==> src/rtl/asmd_mult_arbiter_if.sv <==
// Bundle of requester-side and multiplier-side signals around the shared
// multiplier arbiter. The arbiter uses the slave view; clients and the
// multiplier (or a bench standing in for both) use the master view.
interface asmd_mult_arbiter_if #(
    parameter int word_length = 4,
    parameter int num_req     = 4,
    parameter int idx_width   = 2
);
    logic [num_req-1:0]             req;
    logic [num_req*word_length-1:0] req_word0;
    logic [num_req*word_length-1:0] req_word1;
    logic [num_req-1:0]             ack;
    logic [2*word_length-1:0]       result;
    logic [idx_width-1:0]           result_id;
    logic                           busy;
    logic                           err;
    logic [word_length-1:0]         mul_word0;
    logic [word_length-1:0]         mul_word1;
    logic                           mul_start;
    logic [2*word_length-1:0]       mul_product;
    logic                           mul_ready;

    modport slave (
        input  req, req_word0, req_word1, mul_product, mul_ready,
        output ack, result, result_id, busy, err, mul_word0, mul_word1, mul_start
    );

    modport master (
        output req, req_word0, req_word1, mul_product, mul_ready,
        input  ack, result, result_id, busy, err, mul_word0, mul_word1, mul_start
    );
endinterface

==> src/rtl/asmd_mult_arbiter.sv <==
// Round-robin arbiter sharing one ASMD multiplier among several requesters.
// The winner's operands are latched, the multiplier start/ready handshake is
// sequenced, and the product is returned with a one-cycle one-hot ack. A
// multiplier that never finishes is aborted after timeout_cycles and raises
// a sticky error.
module asmd_mult_arbiter #(
    parameter int word_length    = 4,
    parameter int num_req        = 4,
    parameter int idx_width      = 2,
    parameter int timeout_cycles = 64
) (
    input  logic                    clk,
    input  logic                    reset,
    asmd_mult_arbiter_if.slave      bus
);

    localparam int tmo_width = $clog2(timeout_cycles + 1);
    localparam logic [tmo_width-1:0] tmo_last = tmo_width'(timeout_cycles - 1);
    localparam logic [tmo_width-1:0] tmo_one  = tmo_width'(1'b1);
    localparam logic [idx_width-1:0] rr_init  = idx_width'(num_req - 1);
    localparam logic [num_req-1:0]   ack_one  = num_req'(1'b1);

    typedef enum logic [2:0] {
        ST_IDLE      = 3'd0,
        ST_ISSUE     = 3'd1,
        ST_WAIT_BUSY = 3'd2,
        ST_WAIT_DONE = 3'd3,
        ST_RESPOND   = 3'd4
    } state_t;

    state_t                   r_state;
    logic [idx_width-1:0]     r_rr_ptr;
    logic [idx_width-1:0]     r_gnt_id;
    logic [tmo_width-1:0]     r_tmo_cnt;
    logic [num_req-1:0]       r_ack;
    logic [2*word_length-1:0] r_result;
    logic [idx_width-1:0]     r_result_id;
    logic                     r_busy;
    logic                     r_err;
    logic [word_length-1:0]   r_mul_word0;
    logic [word_length-1:0]   r_mul_word1;
    logic                     r_mul_start;

    logic                     w_gnt_found;
    logic [idx_width-1:0]     w_gnt_idx;
    logic [idx_width-1:0]     w_cand;
    logic                     w_hit;
    logic [word_length-1:0]   w_op0;
    logic [word_length-1:0]   w_op1;

    // Round-robin search: walk from the farthest candidate to the nearest
    // (rr_ptr+1) so the nearest requesting index is the one left standing.
    always_comb begin
        w_gnt_found = 1'b0;
        w_gnt_idx   = {idx_width{1'b0}};
        w_cand      = {idx_width{1'b0}};
        w_hit       = 1'b0;
        for (int k = num_req; k >= 1; k--) begin
            w_cand      = idx_width'((int'(r_rr_ptr) + k) % num_req);
            w_hit       = bus.req[w_cand];
            w_gnt_found = w_gnt_found | w_hit;
            w_gnt_idx   = w_hit ? w_cand : w_gnt_idx;
        end
    end

    // Select the granted requester's operand pair from the packed buses.
    always_comb begin
        w_op0 = {word_length{1'b0}};
        w_op1 = {word_length{1'b0}};
        for (int i = 0; i < num_req; i++) begin
            w_op0 = (w_gnt_idx == idx_width'(i)) ? bus.req_word0[i*word_length +: word_length] : w_op0;
            w_op1 = (w_gnt_idx == idx_width'(i)) ? bus.req_word1[i*word_length +: word_length] : w_op1;
        end
    end

    // Control FSM with all outputs registered; reset drops any in-flight op.
    always_ff @(posedge clk) begin
        if (reset) begin
            r_state     <= ST_IDLE;
            r_rr_ptr    <= rr_init;
            r_gnt_id    <= {idx_width{1'b0}};
            r_tmo_cnt   <= {tmo_width{1'b0}};
            r_ack       <= {num_req{1'b0}};
            r_result    <= {(2*word_length){1'b0}};
            r_result_id <= {idx_width{1'b0}};
            r_busy      <= 1'b0;
            r_err       <= 1'b0;
            r_mul_word0 <= {word_length{1'b0}};
            r_mul_word1 <= {word_length{1'b0}};
            r_mul_start <= 1'b0;
        end else begin
            r_ack <= {num_req{1'b0}};
            case (r_state)
                ST_IDLE: begin
                    if (w_gnt_found) begin
                        r_gnt_id    <= w_gnt_idx;
                        r_rr_ptr    <= w_gnt_idx;
                        r_mul_word0 <= w_op0;
                        r_mul_word1 <= w_op1;
                        r_mul_start <= 1'b1;
                        r_busy      <= 1'b1;
                        r_tmo_cnt   <= {tmo_width{1'b0}};
                        r_state     <= ST_ISSUE;
                    end else begin
                        r_state     <= ST_IDLE;
                    end
                end
                ST_ISSUE: begin
                    r_mul_start <= 1'b1;
                    r_state     <= ST_WAIT_BUSY;
                end
                ST_WAIT_BUSY: begin
                    // Hold start until the multiplier shows it has left ready.
                    if (!bus.mul_ready) begin
                        r_mul_start <= 1'b0;
                        r_state     <= ST_WAIT_DONE;
                    end else begin
                        r_mul_start <= 1'b1;
                        r_state     <= ST_WAIT_BUSY;
                    end
                end
                ST_WAIT_DONE: begin
                    if (bus.mul_ready) begin
                        r_result    <= bus.mul_product;
                        r_result_id <= r_gnt_id;
                        r_ack       <= ack_one << r_gnt_id;
                        r_state     <= ST_RESPOND;
                    end else if (r_tmo_cnt == tmo_last) begin
                        // Multiplier never finished: answer with zero and flag it.
                        r_err       <= 1'b1;
                        r_result    <= {(2*word_length){1'b0}};
                        r_result_id <= r_gnt_id;
                        r_ack       <= ack_one << r_gnt_id;
                        r_state     <= ST_RESPOND;
                    end else begin
                        r_tmo_cnt   <= r_tmo_cnt + tmo_one;
                        r_state     <= ST_WAIT_DONE;
                    end
                end
                ST_RESPOND: begin
                    r_busy  <= 1'b0;
                    r_state <= ST_IDLE;
                end
                default: begin
                    r_busy      <= 1'b0;
                    r_mul_start <= 1'b0;
                    r_state     <= ST_IDLE;
                end
            endcase
        end
    end

    assign bus.ack       = r_ack;
    assign bus.result    = r_result;
    assign bus.result_id = r_result_id;
    assign bus.busy      = r_busy;
    assign bus.err       = r_err;
    assign bus.mul_word0 = r_mul_word0;
    assign bus.mul_word1 = r_mul_word1;
    assign bus.mul_start = r_mul_start;

endmodule

==> src/flat_wrapper.sv <==
// flat-port wrapper written by rule: the top's interface ports become plain ports
module asmd_mult_arbiter_flat 
#(
    parameter int word_length    = 4,
    parameter int num_req        = 4,
    parameter int idx_width      = 2,
    parameter int timeout_cycles = 64
)
  (clk, reset, bus_req, bus_req_word0, bus_req_word1, bus_mul_product, bus_mul_ready, bus_ack, bus_result, bus_result_id, bus_busy, bus_err, bus_mul_word0, bus_mul_word1, bus_mul_start);
  asmd_mult_arbiter_if #(.word_length(word_length), .num_req(num_req), .idx_width(idx_width)) bus_i ();
  input  logic clk;
  input  logic reset;
  input wire logic [$bits(bus_i.req)-1:0] bus_req;
  input wire logic [$bits(bus_i.req_word0)-1:0] bus_req_word0;
  input wire logic [$bits(bus_i.req_word1)-1:0] bus_req_word1;
  input wire logic [$bits(bus_i.mul_product)-1:0] bus_mul_product;
  input wire logic [$bits(bus_i.mul_ready)-1:0] bus_mul_ready;
  output wire logic [$bits(bus_i.ack)-1:0] bus_ack;
  output wire logic [$bits(bus_i.result)-1:0] bus_result;
  output wire logic [$bits(bus_i.result_id)-1:0] bus_result_id;
  output wire logic [$bits(bus_i.busy)-1:0] bus_busy;
  output wire logic [$bits(bus_i.err)-1:0] bus_err;
  output wire logic [$bits(bus_i.mul_word0)-1:0] bus_mul_word0;
  output wire logic [$bits(bus_i.mul_word1)-1:0] bus_mul_word1;
  output wire logic [$bits(bus_i.mul_start)-1:0] bus_mul_start;
  assign bus_i.req = bus_req;
  assign bus_i.req_word0 = bus_req_word0;
  assign bus_i.req_word1 = bus_req_word1;
  assign bus_i.mul_product = bus_mul_product;
  assign bus_i.mul_ready = bus_mul_ready;
  assign bus_ack = bus_i.ack;
  assign bus_result = bus_i.result;
  assign bus_result_id = bus_i.result_id;
  assign bus_busy = bus_i.busy;
  assign bus_err = bus_i.err;
  assign bus_mul_word0 = bus_i.mul_word0;
  assign bus_mul_word1 = bus_i.mul_word1;
  assign bus_mul_start = bus_i.mul_start;
  asmd_mult_arbiter #(.word_length(word_length), .num_req(num_req), .idx_width(idx_width), .timeout_cycles(timeout_cycles)) u_core (.clk(clk), .reset(reset), .bus(bus_i));
endmodule
==> config.mk <==
export PLATFORM = sky130hd
export DESIGN_NAME = asmd_mult_arbiter_flat
export DESIGN_NICKNAME = d
export VERILOG_FILES = /design/src/rtl/asmd_mult_arbiter_if.sv /design/src/rtl/asmd_mult_arbiter.sv /design/src/flat_wrapper.sv
export SDC_FILE = /design/constraint.sdc
export NUM_CORES = 1
export LEC_CHECK = 0
export CORE_MARGIN = 5
export CORE_UTILIZATION = 25
export DETAILED_ROUTE_END_ITERATION = 16
export PLACE_DENSITY_LB_ADDON = 0.08
export SLEW_MARGIN = 20
export SYNTH_ARGS = -nofsm -noshare
export SYNTH_HDL_FRONTEND = slang
export SYNTH_SLANG_ARGS = --single-unit
==> constraint.sdc <==
create_clock -name clk -period 1.6 [get_ports clk]
set_input_delay 0.32 -clock clk [delete_from_list [all_inputs] [get_ports clk]]
set_output_delay 0.32 -clock clk [all_outputs]
set_load 0.01 [all_outputs]
# Yosys cells after proc, flatten, opt, wreduce, memory -nomap -nowiden
# Cells that the tools add are included.
# classes
n_addsub,5
magnitude_cmp,4
muxes,39
n_reduce_logical,13
n_shift,1
eq_ne,11
bitwise_logic,7
# op_table
op,n
4-bit 2-to-1 mux,10
7-bit 2-to-1 mux,3
8-bit 2-to-1 mux,2
7-bit case mux with 2 select lines,1
"2-bit by 3-bit less-than comparator with 1-bit output, second input constant",4
2-bit 2-to-1 mux,6
3-bit case mux with 4 select lines,1
1-bit binary-select mux with 2-bit select,4
1-bit 2-to-1 mux,8
2-bit AND reduction,4
"7-bit by 1-bit adder with 7-bit output, second input constant",1
"7-bit by 6-bit == test with 1-bit output, second input constant",1
"3-bit by 2-bit == test with 1-bit output, second input constant",2
3-bit 2-to-1 mux,2
"2-bit by 1-bit adder with 2-bit output, second input constant",2
"2-bit adder, second input constant",2
"2-bit == test, second input constant",2
"2-bit != test, second input constant",2
1-bit NOT,4
1-bit case mux with 4 select lines,1
4-bit AND reduction,1
2-bit nonzero test,2
2-bit OR reduction,2
"1-bit by 2-bit left shift with 4-bit output, first input constant",1
10 further kinds,12
# word_totals
inputBits,47
reg_bits,39
out_inout_bits,25

# Longest topological paths before layout
# logic_depth
ltp_word,12
depth_mapped,8

# Least setup slack after synthesis
# No wires, ideal clock.
# synth_timing
path_kind,reg2reg
from,register u_core.r_rr_ptr[1]
to,"register u_core.r_mul_word0[0], in the netlist u_core.bus.mul_word0[0]"
required_ps,1464
path_buffers,2
path_stages_with_launch,7
setup_ps,136
slack_ps,51
arrival_time_ps,1413
path_cell_list,dfxtp_1 -> buf_2 -> nand2b_1 -> a31oi_2 -> nand2b_1 -> clkbuf_1 -> o221ai_1
# synth_between
elab_chain_len,12
elab_cells_between_ends,28
# synth_lines
element,line,rtl
start: declaration,asmd_mult_arbiter.sv:32,logic [idx_width-1:0] r_rr_ptr;
start signal: assignment,asmd_mult_arbiter.sv:80,r_rr_ptr <= rr_init;
start signal: assignment,asmd_mult_arbiter.sv:97,r_rr_ptr <= w_gnt_idx;
2-bit by 1-bit adder with 2-bit output,asmd_mult_arbiter.sv:59,w_cand = idx_width'((int'(r_rr_ptr) + k) % num_req);
1-bit binary-select mux with 2-bit select,asmd_mult_arbiter.sv:60,w_hit = bus.req[w_cand];
1-bit 2-to-1 mux (not written as such),asmd_mult_arbiter.sv:60,
2-bit 2-to-1 mux (4 in series),asmd_mult_arbiter.sv:62,w_gnt_idx = w_hit ? w_cand : w_gnt_idx;
2-bit zero test,asmd_mult_arbiter.sv:71,w_op0 = (w_gnt_idx == idx_width'(i)) ? bus.req_word0[i*word_length +: word_length] : w_op0;
4-bit 2-to-1 mux (4 in series),asmd_mult_arbiter.sv:71,
end signal: assignment,asmd_mult_arbiter.sv:88,r_mul_word0 <= {word_length{1'b0}};
end signal: assignment,asmd_mult_arbiter.sv:98,r_mul_word0 <= w_op0;
end: declaration,asmd_mult_arbiter.sv:40,logic [word_length-1:0] r_mul_word0;
# Several ways; a longest one is shown, not always the timed one. The select of a mux whose other input is x is not followed.
# A chain may end at the register's enable or synchronous reset.

# Worst setup path in the final report
# layout_timing
from,register u_core.r_state[0]
to,register u_core.r_tmo_cnt[3]
# layout_between
elab_chain_len,3
elab_cells_between_ends,8
# layout_lines
element,line,rtl
start: declaration,asmd_mult_arbiter.sv:31,state_t r_state;
start signal: assignment,asmd_mult_arbiter.sv:79,r_state <= ST_IDLE;
start signal: assignment,asmd_mult_arbiter.sv:103,r_state <= ST_ISSUE;
start signal: assignment,asmd_mult_arbiter.sv:105,r_state <= ST_IDLE;
3-bit by 2-bit == test with 1-bit output / 3-bit zero test (equally long branches),asmd_mult_arbiter.sv:93,case (r_state)
"2-bit != test (no line), or another cell as far along",-,
4-bit AND reduction (no line),-,
end signal: assignment,asmd_mult_arbiter.sv:82,r_tmo_cnt <= {tmo_width{1'b0}};
end signal: assignment,asmd_mult_arbiter.sv:102,r_tmo_cnt <= {tmo_width{1'b0}};
end signal: assignment,asmd_mult_arbiter.sv:136,r_tmo_cnt <= r_tmo_cnt + tmo_one;
end: declaration,asmd_mult_arbiter.sv:34,logic [tmo_width-1:0] r_tmo_cnt;
# Several ways; a longest one is shown, not always the timed one.

==> results.sh <==
export IMPL_peakVddDrop_mv=0.361
export IMPL_die_y_um=97.0
export IMPL_area_delta_synth_final_pct=65.7
export IMPL_finalWeightedCongestion=0.748
export IMPL_finalCritPeriodShare=0.977
export IMPL_hold_path_class="reg2reg"
export IMPL_whs_endpoint="u_core.bus.err$_SDFFE_PP0P_"
export IMPL_gr_usage_met1=0.155
export IMPL_portBuffers=71
export IMPL_yosysSeqAreaShare=0.412
export IMPL_multi_input_area_mm2=0.00107
export IMPL_placed_area_mm2=0.00288
export IMPL_rows=31
export IMPL_cp_cell_sequence="buf_12 -> or4_4 -> a21oi_1 -> xnor2_1 -> nor2_1"
export IMPL_fin_area_mm2=0.00314
export IMPL_cts_buffer_depth=2
export IMPL_syn_area_mm2=0.00189
export IMPL_wirelength_um=5830
export IMPL_synth_cell_types=48
export IMPL_grt_max_degree=28
export IMPL_whs_path_depth=2
export IMPL_fill_cells=719
export IMPL_synth_edff_count=0
export IMPL_p_leak_uw=0.00118
export IMPL_grtUsageMet3=0.0288
export IMPL_die_w_um=97.0
export IMPL_htree_levels=2
export IMPL_grt_overflow_total=0
export IMPL_numClockSinks=39
export IMPL_outcome="finished clean"
export IMPL_rrSetupSlack_ns=0.04
export IMPL_rr_worst_depth=5
export IMPL_wire_per_inst_um=14.5
export IMPL_synth_area_top_cells="dfxtp_1 (41%), mux2i_1 (6.3%), nor2_1 (5.8%)"
export IMPL_power_density_mw_per_mm2=860
export IMPL_yosys_top_cells_count="dfxtp_1 (39), nor2_1 (29), nand2_1 (15), nand3_1 (15), mux2i_1 (12)"
export IMPL_dieArea_mm2=0.00941
export IMPL_slew_headroom=0.758
export IMPL_ys_seq_elements=39
export IMPL_core_mm2=0.00733
export IMPL_drc=0
export IMPL_synth_top_area_share=0.412
export IMPL_synth_area_per_cell_um2=9.33
export IMPL_rsz0062_at_grt="true"
export IMPL_slew_viol_final=0
export IMPL_synthArstFlopShare=0
export IMPL_final_setup_viol_count=0
export IMPL_clk_pin_slew_worst_paths_ns=0.08
export IMPL_synthMostInstantiatedCell="dfxtp_1"
export IMPL_path_buf_inv=1
export IMPL_crit_family="simple AND/OR/NAND/NOR gates"
export IMPL_critPathRequiredTime_ns=1.78
export IMPL_grt_use_met2=0.204
export IMPL_drtIter0Drc=30
export IMPL_grtUsageTotal=0.123
export IMPL_grt_pass1_vias=1868
export IMPL_arrival_ns=1.74
export IMPL_r2r_end="u_core.r_tmo_cnt[3]$_SDFFE_PP0P_"
export IMPL_path_depth=5
export IMPL_path_class="reg2reg"
export IMPL_fin_hold_ws_ns=0.470
export IMPL_grt_pass1_wl_um=9470
export IMPL_seqCellArea_um2=788
export IMPL_ys_warn_count=0
export IMPL_layout_drive_gt1_share=0.257
export IMPL_cpMaxStageDelayCell="or4_4"
export IMPL_clk_insertion_delay_late_ns=0.30
export IMPL_place_hpwl_um=4140
export IMPL_cts_hold_buffers_added=0
export IMPL_post_route_util=0.428
export IMPL_dr_pass1_iters=4
export IMPL_fin_skew_ns=0.00857
export IMPL_cp_max_fo=6
export IMPL_min_period_ns=1.56
export IMPL_fin_nets=351
export IMPL_synth_largest_area_cell="dfxtp_1"
export IMPL_r2r_start="u_core.r_state[0]$_SDFF_PP0_"
export IMPL_hold_start="u_core.bus.err$_SDFFE_PP0P_"
export IMPL_top_usage_layer="met2"
export IMPL_start_kind="flop"
export IMPL_cts_buffers=5
export IMPL_cts_tree="yes"
export IMPL_initial_core_util=0.258
export IMPL_vias_per_cell=4.48
export IMPL_max_stage_delay_ns=0.57
export IMPL_total_power_uw=2700
export IMPL_crit_path_end_kind="flop"
export IMPL_fmax_mhz=640
export IMPL_ant_nets=0
export IMPL_clockRootBuffer="clkbuf_8"
export IMPL_yosys_most_used_dff="dfxtp_1"
export IMPL_synthesis_nets=251
export IMPL_worst_pin_slew_ns=0.363
export IMPL_vias=1805
export IMPL_hold_violations=0
export IMPL_antenna_found_initial=0
export IMPL_syn_inst=203
export IMPL_max_cap_violations=0
export IMPL_antenna_cells_inserted=0
export IMPL_ios=72
per-layer routing:
layer	vias up	routed length, um
met3	7	249
met5	-	0
li1	930	-
met2	44	2780
met4	0	90
met1	824	2720
cell families after synthesis:
family                   synth area share
multiplexers                        0.105
flip-flops                          0.412
AND/OR/NAND/NOR                     0.250
XOR/XNOR                           0.0185
adder cells (fa/ha/maj)           0.00661
buffers and inverters              0.0562
AO/OA/AOI/OAI                       0.151
power by group:
part           internal (uW)  total (uW)  leakage (uW)  switching [uW]
clock                    312         697     0.0000408             385
combinational            514         877      0.000819             364
sequential              1060        1120      0.000319            65.1
cell type report:
cell class | instances | share of cell area
clock inverter | 3 | 0.00758
inverter | 2 | 0.00239
clock buffer | 5 | 0.0219
sequential | 39 | 0.251
tap | 99 | 0.0395
timing repair buffer | 106 | 0.336
multi-input combinational | 149 | 0.341
what timing repair did:
item | in CTS | in global routing
endpoints found under the setup margin | 20 | 28
pin swaps | 3 | 5
gates resized for setup | 11 | 21
gates cloned | 1 | 1
buffers inserted | 3 | 4
placed cells by master (no fill, tap or decap), types with 4 or more instances in the layout:
| cell type | count |
|---|---|
| a21oi_1 | 6 |
| a22oi_1 | 8 |
| buf_12 | 4 |
| buf_4 | 28 |
| clkbuf_8 | 5 |
| clkdlybuf4s50_1 | 67 |
| dfxtp_1 | 35 |
| mux2_2 | 7 |
| mux2i_1 | 11 |
| nand2_1 | 15 |
| nand3_1 | 15 |
| nor2_1 | 27 |
| nor3_1 | 5 |
| o211ai_1 | 8 |
stage by stage:
step           worst slack [ns]  TNS [ns]  instances
6_report                 0.0375         0        403
5_1_grt                 -0.0280   -0.0738        403
4_1_cts               0.0000692         0        399
3_5_place_dp             -0.608    -10.39        387
3_3_place_gp             -0.516     -9.71        387
2_1_floorplan            0.0511         0        203
state kept, by name (all words and copies together) (netlist names):
signal / count
u_core.bus.mul_word0: 4
u_core.bus.result_id: 2
u_core.bus.result: 8
u_core.bus.ack: 4
u_core.bus.mul_start: 1
u_core.bus.err: 1
u_core.r_rr_ptr: 2
u_core.bus.busy: 1
u_core.bus.mul_word1: 4
u_core.r_gnt_id: 2
u_core.r_tmo_cnt: 7
u_core.r_state: 3
worst max-delay path by stage:
stage                                                end                            start  slack (ns)
finish                  u_core.r_tmo_cnt[3]$_SDFFE_PP0P_     u_core.r_state[0]$_SDFF_PP0_        0.04
global route            u_core.r_tmo_cnt[3]$_SDFFE_PP0P_     u_core.r_state[0]$_SDFF_PP0_       -0.03
CTS                 u_core.bus.mul_word1[0]$_SDFFE_PP0P_                       bus_req[3]     0.00007
floorplan           u_core.bus.mul_word0[0]$_SDFFE_PP0P_  u_core.r_rr_ptr[1]$_SDFFE_PP1P_        0.05
detailed placement  u_core.bus.mul_word1[0]$_SDFFE_PP0P_                       bus_req[3]       -0.61
global placement    u_core.bus.mul_word1[3]$_SDFFE_PP0P_                       bus_req[3]       -0.52
worst reg2reg max path, stage by stage, from the launching register on:
cell	delay (ns)
dfxtp_2	0.35
buf_12	0.13
or4_4	0.57
a21oi_1	0.20
xnor2_1	0.14
nor2_1	0.06
No activity file was read; power rests on OpenSTA's default activity.
